<file path="src/rtl/cordic_serial_ctrl.sv">
// rtl/cordic_serial_ctrl.sv - iteration sequencer for the bit-serial CORDIC datapath
//
// Purpose: steps the CORDIC iteration index through LOAD, then ITERS passes of
// SETUP + RUN, driving the shared i / sel / start / op controls into the x, y
// and z bit-serial slices. It pulses done once after the final pass.
//
// Ports:
//   clk, rst          rising-edge clock, asynchronous active-high reset
//   go                start a conversion (only looked at in IDLE)
//   zsign             sign of the z residue, latched in SETUP to pick rotation direction
//   xdone/ydone/zdone per-slice pass-complete flags; all three end a RUN pass
//   i [4:0]           iteration index (0 = load operands)
//   sel [3:0]         shifted-operand tap = min(i-1, WIDTH-1), 0 while i=0
//   start             serial pass enable (high only in RUN)
//   op_x/op_y/op_z    adder/subtractor select per slice (1 = subtract)
//   busy              high in every state except IDLE
//   done              one-cycle result-ready pulse
//   err               watchdog fault, sticky until rst or the next accepted go
//
// Configuration: define CORDIC_CTRL_TIMEOUT_EN to add a per-pass watchdog of
// TMO cycles; without it err is tied low and RUN waits indefinitely.

module cordic_serial_ctrl #(
  parameter int WIDTH = 16,
  parameter int ITERS = 15,
  parameter int TMO   = 20
) (
  input  logic       clk,
  input  logic       rst,
  input  logic       go,
  input  logic       zsign,
  input  logic       xdone,
  input  logic       ydone,
  input  logic       zdone,
  output logic [4:0] i,
  output logic [3:0] sel,
  output logic       start,
  output logic       op_x,
  output logic       op_y,
  output logic       op_z,
  output logic       busy,
  output logic       done,
  output logic       err
);

  if (WIDTH < 2 || WIDTH > 16 || ITERS < 1 || ITERS > 31 || TMO < 2) begin : g_bad_params
    $error("cordic_serial_ctrl: parameter out of range");
  end

  typedef enum logic [2:0] {S_IDLE, S_LOAD, S_SETUP, S_RUN, S_DONE} state_t;

  localparam logic [4:0] LAST_I  = 5'(ITERS);
  localparam logic [4:0] TAP_MAX = 5'(WIDTH - 1);

  state_t     state_q, state_d;
  logic [4:0] i_q, i_d;
  logic [3:0] sel_q, sel_d;
  logic       op_x_q, op_x_d;
  logic       op_y_q, op_y_d;
  logic       op_z_q, op_z_d;
  logic       all_done;
  logic       wd_fire;
  logic [4:0] i_m1;

  assign all_done = xdone & ydone & zdone;
  assign i_m1     = i_q - 5'd1;

  // State and datapath registers
  always_ff @(posedge clk or posedge rst) begin
    if (rst) begin
      state_q <= S_IDLE;
      i_q     <= 5'd0;
      sel_q   <= 4'd0;
      op_x_q  <= 1'b0;
      op_y_q  <= 1'b0;
      op_z_q  <= 1'b0;
    end else begin
      state_q <= state_d;
      i_q     <= i_d;
      sel_q   <= sel_d;
      op_x_q  <= op_x_d;
      op_y_q  <= op_y_d;
      op_z_q  <= op_z_d;
    end
  end

  // Next state; i, sel and op_* only move on state transitions, so they
  // stay frozen for the whole of RUN.
  always_comb begin
    state_d = state_q;
    i_d     = i_q;
    sel_d   = sel_q;
    op_x_d  = op_x_q;
    op_y_d  = op_y_q;
    op_z_d  = op_z_q;
    unique case (state_q)
      S_IDLE: begin
        if (go) state_d = S_LOAD;
      end
      S_LOAD: begin
        i_d     = 5'd1;
        state_d = S_SETUP;
      end
      S_SETUP: begin
        // Rotate toward z=0: a negative residue flips all three operations.
        op_y_d  = zsign;
        op_x_d  = ~zsign;
        op_z_d  = ~zsign;
        sel_d   = (i_m1 > TAP_MAX) ? TAP_MAX[3:0] : i_m1[3:0];
        state_d = S_RUN;
      end
      S_RUN: begin
        if (wd_fire) begin
          i_d     = 5'd0;
          sel_d   = 4'd0;
          state_d = S_IDLE;
        end else if (all_done) begin
          if (i_q == LAST_I) begin
            state_d = S_DONE;
          end else begin
            i_d     = i_q + 5'd1;
            state_d = S_SETUP;
          end
        end
      end
      S_DONE: begin
        i_d     = 5'd0;
        sel_d   = 4'd0;
        state_d = S_IDLE;
      end
      default: state_d = S_IDLE;
    endcase
  end

  // Outputs decoded from state so an asynchronous reset clears them at once
  always_comb begin
    start = (state_q == S_RUN);
    busy  = (state_q != S_IDLE);
    done  = (state_q == S_DONE);
  end

  assign i    = i_q;
  assign sel  = sel_q;
  assign op_x = op_x_q;
  assign op_y = op_y_q;
  assign op_z = op_z_q;

`ifdef CORDIC_CTRL_TIMEOUT_EN
  localparam int WD_W = $clog2(TMO + 1);

  logic [WD_W-1:0] wd_q, wd_d;
  logic            err_q, err_d;

  // Fires on the TMO-th RUN cycle unless the pass completes in that same cycle.
  assign wd_fire = (state_q == S_RUN) && !all_done && (wd_q == WD_W'(TMO - 1));

  always_comb begin
    wd_d  = wd_q;
    err_d = err_q;
    if (state_q == S_SETUP)    wd_d = '0;
    else if (state_q == S_RUN) wd_d = wd_q + 1'b1;
    if (state_q == S_IDLE && go) err_d = 1'b0;
    if (wd_fire) err_d = 1'b1;
  end

  always_ff @(posedge clk or posedge rst) begin
    if (rst) begin
      wd_q  <= '0;
      err_q <= 1'b0;
    end else begin
      wd_q  <= wd_d;
      err_q <= err_d;
    end
  end

  assign err = err_q;
`else
  assign wd_fire = 1'b0;
  assign err     = 1'b0;
`endif

endmodule

</file>
<file path="config.mk">
export PLATFORM = sky130hd
export DESIGN_NAME = cordic_serial_ctrl
export DESIGN_NICKNAME = d
export VERILOG_FILES = /design/src/rtl/cordic_serial_ctrl.sv
export SDC_FILE = /design/constraint.sdc
export NUM_CORES = 1
export LEC_CHECK = 0
export ABC_AREA = 1
export CELL_PAD_IN_SITES_DETAIL_PLACEMENT = 1
export CELL_PAD_IN_SITES_GLOBAL_PLACEMENT = 1
export CORE_MARGIN = 2
export CORE_UTILIZATION = 29
export CTS_CLUSTER_DIAMETER = 100
export DETAILED_ROUTE_END_ITERATION = 6
export HOLD_SLACK_MARGIN = 0.15
export PLACE_DENSITY_LB_ADDON = 0.25
export SYNTH_ARGS = -nofsm -noshare
export SYNTH_HDL_FRONTEND = slang
export SYNTH_SLANG_ARGS = --single-unit
</file>
<file path="constraint.sdc">
create_clock -name clk -period 1.6 [get_ports clk]
set_clock_uncertainty 0.1 [all_clocks]
set_input_delay 0.24 -clock clk [delete_from_list [all_inputs] [get_ports clk]]
set_output_delay 0.24 -clock clk [all_outputs]
set_load 0.005 [all_outputs]
</file>
==> flow_metrics.env <==
export IMPL_numCtsBuffers=3
export IMPL_synth_avg_cell_area_sq_um=7.39
export IMPL_synth_top_family_by_area="simple AND/OR/NAND/NOR gates"
export IMPL_antenna_found_initial=0
export IMPL_crit_path_start="i[1]"
export IMPL_drv_cap=0
export IMPL_postRouteAntennaNets=0
export IMPL_drt_iter0_drc=10
export IMPL_fin_ws_ns=-0.0386
export IMPL_grt_max_degree=15
export IMPL_vdd_ir_drop_max_v=0.00101
export IMPL_arrival_ns=1.72
export IMPL_finalCritPeriodShare_pct=102
export IMPL_vias=891
export IMPL_rsz0062_at_grt="yes"
export IMPL_drc=0
export IMPL_dieWidth_microns=57.2
export IMPL_drive_above_1_share_pct=30.3
export IMPL_setup_violations=2
export IMPL_die_area_sq_um=3270
export IMPL_multiInputGateArea_sq_um=462
export IMPL_synthMuxAreaShare_pct=0
export IMPL_synthAdderAreaFrac_pct=6.10
export IMPL_critPathLaunchType="register"
export IMPL_drv_slew=0
export IMPL_synth_top_cell_area_share_pct=42.7
export IMPL_hpwl_microns=1810
export IMPL_ys_ff_latch=14
export IMPL_synth_simple_area_share_pct=30.8
export IMPL_hold_class="input port to async pin"
export IMPL_synth_xor_area_share_pct=1.07
export IMPL_ys_types=20
export IMPL_io_pin_count=23
export IMPL_n_fill_cell=322
export IMPL_drt_pass1_iter_count=4
export IMPL_num_nets_final=167
export IMPL_setup_worst_path_end_class="register"
export IMPL_r2r_start="i[1]"
export IMPL_ys_warn_count=0
export IMPL_fp_dieH_microns=57.2
export IMPL_yosys_area_top_type="dfrtp_1"
export IMPL_cts_max_path_buffers=2
export IMPL_rrSetupSlack_ns=-0.04
export IMPL_ys_seq_area_share_pct=42.7
export IMPL_r2r_end="i[2]"
export IMPL_clk_pin_slew_ns=0.09
export IMPL_setup_tns_ns=-0.0506
export IMPL_cts_sinks=14
export IMPL_synth_nets=122
export IMPL_synth_compound_area_share_pct=9.30
export IMPL_via_per_inst=4.79
export IMPL_n_antenna_cell=0
export IMPL_status="finished, violations left"
export IMPL_critical_path_peak_fanout=8
export IMPL_rows=19
export IMPL_grt_usage_pct=17.2
export IMPL_p_leak_nw=0.671
export IMPL_area_growth_pct=62.2
export IMPL_fmax_mhz=610
export IMPL_syn_area_sq_um=821
export IMPL_postRouteWirelength_microns=2580
export IMPL_violations="setup timing"
export IMPL_cts_tree="done"
export IMPL_grt_pass1_wl_microns=4350
export IMPL_cts_root_buf="clkbuf_4"
export IMPL_synth_area_leaders="dfrtp_1, nand2_1, inv_1"
export IMPL_crit_required_ns=1.68
export IMPL_p_per_area_nw_per_um2=2030
export IMPL_htreeDepth=1
export IMPL_ff_latch_area_sq_um=350
export IMPL_synthCells=111
export IMPL_utilization_pct=48.7
export IMPL_worstSkewPairLatency_ns=0.29
export IMPL_wl_per_cell_microns=13.8
export IMPL_grt_overflow=0
export IMPL_finalCriticalPeriod_ns=1.64
export IMPL_core_area_sq_um=2730
export IMPL_grt_pass1_vias=1004
export IMPL_worstRegToRegCells=8
export IMPL_finalHoldViolations=0
export IMPL_io_buffers=21
export IMPL_start_util_pct=30.0
export IMPL_place_congestion=0.892
export IMPL_critPathKind="register to register"
[cells in the final DEF, fill, tap and decap left out, types with 5 or more instances in the layout]
master / netlist / final
buf_4: 2 / 18
clkdlybuf4s50_1: 0 / 14
dfrtp_1: 14 / 14
dlygate4sd2_1: 0 / 5
inv_1: 16 / 14
nand2_1: 34 / 31
nand3_1: 9 / 8
nor2_1: 10 / 5
nor2_2: 0 / 5
o21ai_0: 5 / 5
[how the worst max path moves through the flow]
| stage | depth (start not counted) | slack (ns) | to |
|---|---|---|---|
| 3_3_place_gp | 6 | 0.04 | i[2] |
| 6_report | 8 | -0.04 | i[2] |
| 2_1_floorplan | 8 | 0.01 | i[2] |
| 4_1_cts | 8 | 0.004 | i[2] |
| 3_5_place_dp | 8 | -0.01 | i[2] |
| 5_1_grt | 9 | -0.12 | i[2] |
[cells by family (layout without fill, tap and decap cells)]
| group | after synthesis | in the layout |
|---|---|---|
| XOR/XNOR | 1 | 1 |
| buffers and inverters | 19 | 63 |
| other | 1 | 1 |
| AND/OR/NAND/NOR | 58 | 58 |
| AO/OA/AOI/OAI | 14 | 14 |
| flip-flops | 14 | 14 |
| adder cells (fa/ha/maj) | 4 | 4 |
[flip-flops by register name, summed over array words and instances, names as in the netlist]
name     cells
sel          4
state_q      3
op_z         1
i            5
op_y         1
[power breakdown]
| group | switching [mW] | internal (mW) | leakage [nW] |
|---|---|---|---|
| logic | 0.938 | 0.885 | 0.482 |
| clock network | 0.124 | 0.139 | 0.0210 |
| registers | 0.105 | 0.515 | 0.169 |
[routing by layer]
layer	vias up	GRT usage (%)	routed length (microns)
li1	430	-	-
met1	436	20.1	1070
met2	16	31.5	1360
met3	9	1.59	62
met4	0	7.97	76
met5	-	0	0
[cell usage after synthesis]
| master | count |
|---|---|
| nand4_1 | 1 |
| nand2_1 | 34 |
| ha_1 | 4 |
| dfrtp_1 | 14 |
| nand2_4 | 1 |
| nand2_2 | 1 |
| o21a_1 | 1 |
| nor2_1 | 10 |
| o21ai_2 | 1 |
| xor2_1 | 1 |
| nand3_1 | 9 |
| nor2_4 | 1 |
| buf_4 | 2 |
| conb_1 | 1 |
| o21ai_1 | 2 |
| inv_1 | 16 |
| inv_2 | 1 |
| a21oi_1 | 5 |
| nand3b_1 | 1 |
| o21ai_0 | 5 |
[worst max-delay path, stage by stage (launching register included)]
cell	delay, ns
dfrtp_1	0.40
ha_2	0.20
nand2_2	0.10
nor2_2	0.05
ha_2	0.20
o21ai_4	0.17
nand2_4	0.12
a21oi_2	0.14
nor2_2	0.05
[through the flow]
step | hold slack, ns | cells | cell area, sq um | power (mW) | worst slack, ns
after floorplan | 0.0292 | 111 | 823 | 1.43 | 0.0141
after global placement | 0.369 | 172 | 1140 | 2.10 | 0.0352
after detailed placement | 0.373 | 172 | 1140 | 2.15 | -0.0112
after CTS | 0.160 | 182 | 1250 | 2.55 | 0.00410
after global routing | 0.190 | 186 | 1330 | 2.97 | -0.116
final | 0.147 | 186 | 1330 | 2.71 | -0.0386
[cell type report]
cell class                 count  share of cell area (%)
tap                           31                    2.91
inverter                      17                    5.36
clock buffer                   4                    2.73
multi-input combinational     78                    34.7
timing repair buffer          42                    28.0
sequential                    14                    26.3
[what timing repair did]
item	CTS	global route
buffers inserted	6	4
pin swaps	3	11
setup endpoints to repair	9	12
resized for setup	18	15
hold buffers	0	0
Power figures use the tool's default switching activity.
